File: config.mk
export PLATFORM = sky130hd
export DESIGN_NAME = fifo_reader
export DESIGN_NICKNAME = d
export VERILOG_FILES = /design/src/rtl/fifo_reader.sv
export SDC_FILE = /design/constraint.sdc
export NUM_CORES = 1
export LEC_CHECK = 0
export CORE_ASPECT_RATIO = 1.4
export CORE_MARGIN = 2
export CORE_UTILIZATION = 37
export DETAILED_ROUTE_END_ITERATION = 8
export PLACE_DENSITY_LB_ADDON = 0.12
export RECOVER_POWER = 50
export SYNTH_ARGS = -nofsm -noshare
export SYNTH_HDL_FRONTEND = slang
export SYNTH_SLANG_ARGS = --single-unit
File: constraint.sdc
create_clock -name clk -period 2.4 [get_ports clk]
set_input_delay 0.6 -clock clk [delete_from_list [all_inputs] [get_ports clk]]
set_output_delay 0.6 -clock clk [all_outputs]
set_load 0.1 [all_outputs]
File: src/rtl/fifo_reader.sv
// fifo_reader: read-side master for the generic FIFO. Issues paced reads,
// packs RATIO returned words into one beat and buffers beats in a 2-entry
// output queue so downstream backpressure never loses data.
module fifo_reader #(
   parameter int WIDTH = 4,
   parameter int RATIO = 1
) (
   input  logic                     clk,
   input  logic                     rst_n,
   input  logic                     en,
   output logic                     fifo_rd_valid,
   input  logic [WIDTH-1:0]         fifo_rd_data,
   input  logic                     fifo_rd_ready,
   input  logic                     fifo_empty,
   input  logic                     fifo_underflow,
   output logic                     out_valid,
   output logic [WIDTH*RATIO-1:0]   out_data,
   input  logic                     out_ready,
   output logic                     busy,
   output logic                     err_underflow,
   output logic                     err_unexpected
);

   localparam int BW = WIDTH * RATIO;
   localparam int CW = (RATIO > 1) ? $clog2(RATIO) : 1;
   localparam logic [CW-1:0] LAST = CW'(RATIO - 1);

   logic [1:0]    run_q, run_d;
   logic          req_q, req_d;
   logic [CW-1:0] pack_cnt_q, pack_cnt_d;
   logic [BW-1:0] pack_q, pack_d;
   logic [1:0]    occ_q, occ_d;
   logic [BW-1:0] q0_q, q0_d;
   logic [BW-1:0] q1_q, q1_d;
   logic          err_uf_q, err_uf_d;
   logic          err_ux_q, err_ux_d;

   logic [BW-1:0] beat;
   logic          push;
   logic          pop;
   logic          room;

   // Request pacing: one outstanding read at a time hides the lagging empty flag.
   // pack_cnt never exceeds LAST, so "!= LAST" is the same as "< RATIO-1".
   always_comb begin
      room          = (occ_q != 2'd2) || (pack_cnt_q != LAST);
      fifo_rd_valid = run_q[1] & en & ~fifo_empty & ~req_q & room;
      req_d         = fifo_rd_valid;
      run_d         = {run_q[0], 1'b1};
   end

   // Pack returned words into the current beat; full beat is pushed to the queue.
   always_comb begin
      beat = pack_q;
      for (int unsigned i = 0; i < RATIO; i++) begin
         if (pack_cnt_q == CW'(i)) beat[i*WIDTH +: WIDTH] = fifo_rd_data;
      end
      push       = fifo_rd_ready && (pack_cnt_q == LAST);
      pack_d     = pack_q;
      pack_cnt_d = pack_cnt_q;
      if (fifo_rd_ready) begin
         pack_d     = beat;
         pack_cnt_d = push ? '0 : pack_cnt_q + 1'b1;
      end
   end

   // Two-entry output queue; q0 is always the head so out_data comes from a flop.
   always_comb begin
      pop   = (occ_q != 2'd0) && out_ready;
      occ_d = occ_q;
      q0_d  = q0_q;
      q1_d  = q1_q;
      case ({push, pop})
         2'b10: begin
            if (occ_q == 2'd0) q0_d = beat;
            else               q1_d = beat;
            occ_d = occ_q + 2'd1;
         end
         2'b01: begin
            q0_d  = q1_q;
            occ_d = occ_q - 2'd1;
         end
         2'b11: begin
            if (occ_q == 2'd1) begin
               q0_d = beat;
            end else begin
               q0_d = q1_q;
               q1_d = beat;
            end
         end
         default: ;
      endcase
   end

   // Sticky error flags, cleared only by reset.
   always_comb begin
      err_uf_d = err_uf_q | fifo_underflow;
      err_ux_d = err_ux_q | (fifo_rd_ready & ~req_q);
   end

   // State registers.
   always_ff @(posedge clk or negedge rst_n) begin
      if (!rst_n) begin
         run_q      <= '0;
         req_q      <= 1'b0;
         pack_cnt_q <= '0;
         pack_q     <= '0;
         occ_q      <= '0;
         q0_q       <= '0;
         q1_q       <= '0;
         err_uf_q   <= 1'b0;
         err_ux_q   <= 1'b0;
      end else begin
         run_q      <= run_d;
         req_q      <= req_d;
         pack_cnt_q <= pack_cnt_d;
         pack_q     <= pack_d;
         occ_q      <= occ_d;
         q0_q       <= q0_d;
         q1_q       <= q1_d;
         err_uf_q   <= err_uf_d;
         err_ux_q   <= err_ux_d;
      end
   end

   assign out_valid      = (occ_q != 2'd0);
   assign out_data       = q0_q;
   assign busy           = req_q | (pack_cnt_q != '0) | (occ_q != 2'd0);
   assign err_underflow  = err_uf_q;
   assign err_unexpected = err_ux_q;

   // The request rule guarantees a free slot for every push.
   a_no_overflow: assert property (@(posedge clk) disable iff (!rst_n)
      !(push && !pop && occ_q == 2'd2));

endmodule

After elaboration in Yosys (flattened, before gate mapping)
Index checks and enable logic that the tools add are counted.
{"block": "totals", "reg_bits": 20, "in_bits": 11, "out_inout_bits": 9, "wordCells": 51}
{"block": "op_classes", "n_addsub": 3, "n_eq_ne": 8, "muxes": 9, "bitwise_logic": 12, "reduce_logical": 10}
{"cell": "$mux 4", "n": 5}
{"cell": "$pmux 4 s3", "n": 1}
{"cell": "$ne 2x2->1 const B", "n": 4}
{"cell": "$pmux 4 s2", "n": 1}
{"cell": "$reduce_bool 2->1", "n": 3}
{"cell": "$and 1x1->1", "n": 5}
{"cell": "$eq 2x1->1 const B", "n": 2}
{"cell": "$eq 2x2->1 const B", "n": 2}
{"cell": "$or 1x1->1", "n": 4}
{"cell": "$pmux 2 s2", "n": 1}
{"cell": "$not 1->1", "n": 3}
{"cell": "$reduce_and 3->1", "n": 1}
{"cell": "$reduce_bool 3->1", "n": 1}
{"cell": "$add 2x1->2 const B", "n": 1}
{"cell": "$logic_and 1x1->1", "n": 2}
{"cell": "$logic_not 2->1", "n": 1}
{"cell": "$reduce_and 2->1", "n": 1}
{"cell": "$sub 2x1->2 const B", "n": 1}
{"cell": "$add 1x1->1 const B", "n": 1}
{"cell": "$logic_or 1x1->1", "n": 1}
{"cell": "$mux 1", "n": 1}

Depth between registers and ports, before layout
Gate-level depths: netlist (run 1).
{"block": "logic_depth", "depth_word": 5, "ltp_mapped": 8, "depth_no_buf": 8}

Worst setup path after synthesis (run 1)
No wires, ideal clock.
{"block": "synth_path", "path_kind": "input to register", "startpoint": "input port en", "endpoint": "register req_q", "setup_ns": 0.608, "arrival_ns": 5.426, "required_time_ns": 1.792, "slack_ns": -3.633, "stages": 2, "n_path_buf": 0, "cell_sequence": "nand2_1 > a2111oi_0"}
{"block": "synth_between", "elab_chain_cells": 4}
{"item": "start, declared", "line": "10", "rtl": "input logic en,"}
{"item": "$and 1x1->1 (4 in a row)", "line": "47", "rtl": "fifo_rd_valid = run_q[1] & en & ~fifo_empty & ~req_q & room;"}
{"item": "net fifo_rd_valid", "line": "11", "rtl": "output logic fifo_rd_valid,"}
{"item": "end signal, assigned", "line": "115", "rtl": "req_q <= req_d;"}
{"item": "end, declared", "line": "29", "rtl": "logic req_q, req_d;"}
The timed path passes the listed nets, and every way through them passes these cells.
A chain may end at the register's enable or synchronous reset.

Final worst setup path (run 1)
{"block": "layout_path", "startpoint": "input port fifo_empty", "endpoint": "output port fifo_rd_valid"}
{"block": "layout_between", "elab_chain_cells": 4}
{"item": "start, declared", "line": "14", "rtl": "input logic fifo_empty,"}
{"item": "$not 1->1", "line": "47"}
{"item": "$and 1x1->1 (3 in a row)", "line": "47"}
{"item": "end, declared", "line": "11"}
Every way passes these cells.

==> results of run 1 <==
per-stage QoR:
| step | total power, mW | utilization, % | instances | setup slack, ns | hold slack [ns] |
|---|---|---|---|---|---|
| 2_1_floorplan | 1.176 | - | 84 | -0.03646 | 0.3044 |
| 3_3_place_gp | 1.442 | 50.19 | 142 | 0.03962 | 0.3425 |
| 3_5_place_dp | 1.454 | 50.19 | 142 | 0.008330 | 0.3420 |
| 4_1_cts | 1.731 | 52.20 | 146 | 0.002089 | 0.3694 |
| 5_1_grt | 1.788 | 51.91 | 146 | 0.05941 | 0.3702 |
| 6_report | 1.705 | 51.91 | 146 | 0.1244 | 0.3644 |
final timing paths:
kind                            endpoint  cells after the start  slack (ns)       start
min in group asynchronous    out_data[3]                      2        0.98       rst_n
max in group asynchronous       run_q[1]                      2        0.80       rst_n
max reg2reg                      q1_q[2]                      8        0.24    occ_q[0]
min reg2reg                     run_q[1]                      0        0.36    run_q[0]
max                        fifo_rd_valid                      3        0.12  fifo_empty
min                             run_q[1]                      0        0.36    run_q[0]
cell families (layout without fill, tap and decap cells):
family                     count (synthesis)  after routing  share of synthesized area [%]
DFF                                       20             20                          49.02
AOI/OAI and AO/OA                         18             18                          12.38
and+or+nand+nor                           16             16                          9.314
muxes                                     12             12                          14.71
buffers and inverters                      9             35                          4.779
adders and majority gates                  7              7                          8.578
other                                      1              1                         0.3673
xor gates and xnor gates                   1              1                         0.8580
cell type report:
cell class	count	area share (%)
inverters	7	1.935
repair buffers	24	17.33
well taps	36	3.318
multi-input cells	55	36.68
clock inverters	1	2.212
clock buffers	3	1.659
flip-flops and latches	20	36.87
critical path, cell delays in order:
cell             delay [ns]
clkdlybuf4s50_1        0.44
a2111oi_4              0.41
buf_12                 0.22
sequential cells by signal (all words and copies together), names as in the netlist:
name	cells
out_data	4
pack_q	4
q1_q	4
occ_q	2
run_q	2
err_underflow	1
err_unexpected	1
pack_cnt_q	1
req_q	1
layer usage:
| metal | routed length [microns] | track usage (%) | up-vias |
|---|---|---|---|
| met5 | 0 | 0 | - |
| met4 | 25 | 4.286 | 0 |
| met3 | 86 | 3.167 | 4 |
| met2 | 995 | 23.26 | 16 |
| met1 | 740 | 13.85 | 337 |
| li1 | - | - | 347 |
cells in the final DEF, fill, tap and decap left out, types with 2 or more instances in the layout:
cell type / instances
a21o_1: 2
a31oi_1: 4
buf_12: 3
buf_4: 9
clkbuf_1: 2
clkbuf_4: 3
clkdlybuf4s50_1: 7
dfrtp_1: 20
dlygate4sd3_1: 3
ha_1: 7
inv_1: 6
mux2_2: 8
mux2_4: 4
nor2b_1: 2
nor3_1: 5
o211ai_1: 4
o21ai_0: 6
where the power goes:
group          switching [mW]  total [mW]  internal, mW
sequential             0.0527       0.474         0.422
combinational           0.638       0.955         0.318
clock                   0.106       0.275         0.169
total                   0.796        1.70         0.908
==> results.txt, run 1 <==
Max Freq: 439.4 MHz
# IOs: 20
max_cap viols: 0
post-cts gate resize count: 0
vias per cell: 4.822
RSZ-0062 raised after global routing: no
final setup fails: 0
Net Count, Synth: 102
Cell Area, Synth: 0.001021 sq mm
Die Wd: 48.40 microns
Post-CTS Setup Bufs: 0
area post-placement: 0.001313 sq mm
root buffer cell: clkbuf_4
Post-CTS Hold Buffers: 0
Arr. time, crit path: 1.68 ns
Storage cell area: 500.5 sq um
dominant synthesized flop cell: dfrtp_1
CTS Sinks: 20
# port buffers: 19
GP Congestion: 0.7783
drt pass-1 iters: 3
CTS H-Tree Depth: 1
status: finished, final reports clean
die area: 0.003202 sq mm
max-slew violations: 0
Worst setup SP type: input port
P&R area growth vs syn: 32.97%
# nets final: 129
clock buffer depth: 2
core area: 0.002615 sq mm
CTS tree: done
antenna violations before repair: 0
Relative slew margins: 31.11%
fillers: 253
Hold/Removal Path Class: flop to flop
clk_lat worst skew: 0.30 ns
Via Count: 704
fin crit share: 94.82%
First DRT Iteration DRCs: 14
GRT Residual Overflow: 0
Power per Cell Area: 1256 mW/mm^2
flops & latches, synth: 20
synthesized instance count: 84
critical path data required time: 1.80 ns
layout cells sized above 1: 30.00%
Yosys top cell by area: dfrtp_1
top cells by area, synth: dfrtp_1, mux2_2, ha_1
CTS Buf Count: 3
sequential cell area fraction in the yosys report: 49.02%
Post-synth EDFFs: 0
largest net degree at the start of global routing: 21
# diodes: 0
Final ANT Viol Nets: 0
Yosys top cell area share: 49.02%
most common cell in the netlist: dfrtp_1
Max IR drop VDD: 0.6205 mV
clock-pin slew on the worst setup and hold paths: 0.11 ns
total negative slack: 0 ns
row cnt: 22
critical path class: input port to output pin
Worst-Margin Slew: 1.033 ns
Commonest cells post-synth: dfrtp_1, mux2_2, ha_1, inv_1, o21ai_0
Syn Area/Cell: 12.15 sq um
Crit. End Element: output pin
routed wire length: 1848 microns
routed len/inst: 12.66 microns
Worst Skew: 0.007725 ns
post-route cell area: 0.001358 sq mm
DRC viols: 0
Final Hold Fails: 0
Initial Utilization: 39.04%
count of cell types in the netlist: 25
leakage: 0.5917 nW
crit path max fanout: 2
area of the multi-input gates: 498.0 sq um
Async S/R FF share, synth: 100.0%
min Tclk post-route: 2.276 ns
die height: 66.16 microns
synth warn: 0
DP HPWL: 1497 microns
first-pass GRT wire length: 3084 microns
number of global-route vias before repair: 731
Tot GR Track Use: 12.52%
Note: power is estimated with default switching activity, not from simulation.
==> run 2, diff against run 1 <==
--- a/config.mk
+++ b/config.mk
@@ -11,6 +11,7 @@
 export DETAILED_ROUTE_END_ITERATION = 8
 export PLACE_DENSITY_LB_ADDON = 0.12
 export RECOVER_POWER = 50
+export SETUP_SLACK_MARGIN = 0.4
 export SYNTH_ARGS = -nofsm -noshare
 export SYNTH_HDL_FRONTEND = slang
 export SYNTH_SLANG_ARGS = --single-unit
==> constraint.sdc (replaced) <==
create_clock -name clk -period 2.4 [get_ports clk]
set_input_delay 0.48 -clock clk [delete_from_list [all_inputs] [get_ports clk]]
set_output_delay 0.48 -clock clk [all_outputs]
set_load 0.1 [all_outputs]
==> results.txt, run 2 (same netlist as run 1, synthesis figures left out) <==
crit path capture: q1_q[0]
largest net degree at the start of global routing: 21 (unchanged)
Max IR drop VDD: 0.7431 mV (+20%)
critical path class: input port to flop
FF-to-FF End: q1_q[0]
# IOs: 20 (unchanged)
Worst-Margin Slew: 1.082 ns (+0.04837 ns)
clk_lat worst skew: 0.30 ns (about the same)
Tot GR Track Use: 13.39% (+0.87 points)
placed cells: 141 (-0.70%)
non-filler instance count after layout: 150 (+2.7%)
number of global-route vias before repair: 752 (+2.9%)
area post-placement: 0.001309 sq mm (-0.29%)
reg2reg path depth: 8 (unchanged)
routed wire length: 1935 microns (+4.7%)
most frequent cells in the layout: dfrtp_1, buf_4, mux2_2
Die Wd: 48.40 microns (unchanged)
first-pass GRT wire length: 3243 microns (+5.2%)
routed len/inst: 12.90 microns (+1.9%)
Via Count: 733 (+4.1%)
First DRT Iteration DRCs: 9 (-5)
fin crit share: 83.20% (-12 points)
Relative slew margins: 27.88% (-3.2 points)
Final ANT Viol Nets: 0 (unchanged)
CTS Sinks: 20 (unchanged)
critical path data required time: 2.59 ns (+0.79 ns)
GP Congestion: 0.8306 (+6.7%)
CTS Buf Count: 3 (unchanged)
clock buffer depth: 2 (unchanged)
Worst R2R Setup Slack: 0.46 ns (+0.22 ns)
Max Freq: 500.8 MHz (+14%)
CTS tree: done
RSZ-0062 raised after global routing: yes
Hold/Removal Path Class: flop to flop
min Tclk post-route: 1.997 ns (-0.2789 ns)
Initial Utilization: 39.04% (unchanged)
leakage: 0.6071 nW (+2.6%)
CP startpoint: fifo_rd_ready
# port buffers: 19 (unchanged)
Final Hold Fails: 0 (unchanged)
total negative slack: 0 ns (unchanged)
max_cap viols: 0 (unchanged)
die height: 66.16 microns (unchanged)
layout cells sized above 1: 40.35% (+10 points)
Arr. time, crit path: 2.19 ns (+0.51 ns)
status: finished, final reports clean
root buffer cell: clkbuf_4
core area: 0.002615 sq mm (unchanged)
Crit. End Element: flop
max-slew violations: 0 (unchanged)
# nets final: 133 (+3.1%)
CTS H-Tree Depth: 1 (unchanged)
die area: 0.003202 sq mm (unchanged)
antenna violations before repair: 0 (unchanged)
P&R area growth vs syn: 36.76%
Worst Skew: 0.001726 ns (-0.005999 ns)
Power per Cell Area: 1219 mW/mm^2 (-2.9%)
clock-pin slew on the worst setup and hold paths: 0.11 ns (about the same)
post-route cell area: 0.001396 sq mm (+2.9%)
# diodes: 0 (unchanged)
DRC viols: 0 (unchanged)
GRT Residual Overflow: 0 (unchanged)
Reg2Reg Launch Point: occ_q[1]
Worst setup SP type: input port
most common cell after layout, fill and taps aside: dfrtp_1
row cnt: 22 (unchanged)
crit path max fanout: 5 (+3)
final core utilization: 53.40% (+1.5 points)
drt pass-1 iters: 4 (+1)
DP HPWL: 1444 microns (-3.5%)
vias per cell: 4.887 (+1.3%)
final setup fails: 0 (unchanged)
## run 2: changes by cell type in the layout (fill, tap and decap cells not counted), sizes merged
cell | previous run | this run
buf | 12 | 17
bufinv | 1 | 0
clkdlybuf4s50 | 7 | 6
dlygate4sd2 | 0 | 1
## run 2: repair_timing
action	in CTS	in global routing
endpoints found under the setup margin	5	7
pin swaps	2	0
hold buffers	0	0
resized for setup	5	3
buffers inserted	2	3
## run 2: report_power, final
group | total (mW) | internal (mW) | switching (mW) | leakage (nW)
registers | 0.480 | 0.422 | 0.0578 | 0.230
logic | 1.03 | 0.369 | 0.661 | 0.356
clock network | 0.192 | 0.0925 | 0.0995 | 0.0210
## run 2: how the worst min path moves through the flow
| stage | from | end | slack, ns | cells past startpoint |
|---|---|---|---|---|
| after floorplan | rst_n | err_underflow | 0.18 | 0 |
| after global placement | run_q[0] | run_q[1] | 0.34 | 0 |
| after detailed placement | run_q[0] | run_q[1] | 0.34 | 0 |
| after CTS | run_q[0] | run_q[1] | 0.37 | 0 |
| after global routing | run_q[0] | run_q[1] | 0.39 | 0 |
| final | run_q[0] | run_q[1] | 0.37 | 0 |
## run 2: area by class of cell
type                            instances  area, sq um
Multi-Input combinational cell         55        518.0
Clock buffer                            4        36.28
Fill cell                             235         1219
Sequential cell                        20        501.7
Inverter                                7        27.53
Tap cell                               36        45.04
Timing Repair Buffer                   28        267.8
## run 2: stage by stage
| step | total power [mW] | hold WS, ns | worst slack, ns |
|---|---|---|---|
| 2_1_floorplan | 1.187 | 0.1844 | 0.1440 |
| 3_3_place_gp | 1.462 | 0.3438 | 0.1748 |
| 3_5_place_dp | 1.465 | 0.3442 | 0.1241 |
| 4_1_cts | 1.694 | 0.3709 | 0.3922 |
| 5_1_grt | 1.795 | 0.3911 | 0.3265 |
| 6_report | 1.702 | 0.3670 | 0.4032 |
## run 2: worst max-delay path, cell delays in order
cell           delay, ns
dlygate4sd3_1       0.62
nand2b_4            0.10
inv_1               0.05
ha_2                0.17
and2_4              0.17
a211o_4             0.30
mux2_4              0.30
## run 2: metal layers
metal	vias up	part of all wire (%)	track usage, %
li1	356	-	-
met1	356	42	14.53
met2	17	51	23.61
met5	-	0	0
met4	0	2.0	7.500
met3	4	4.4	3.620
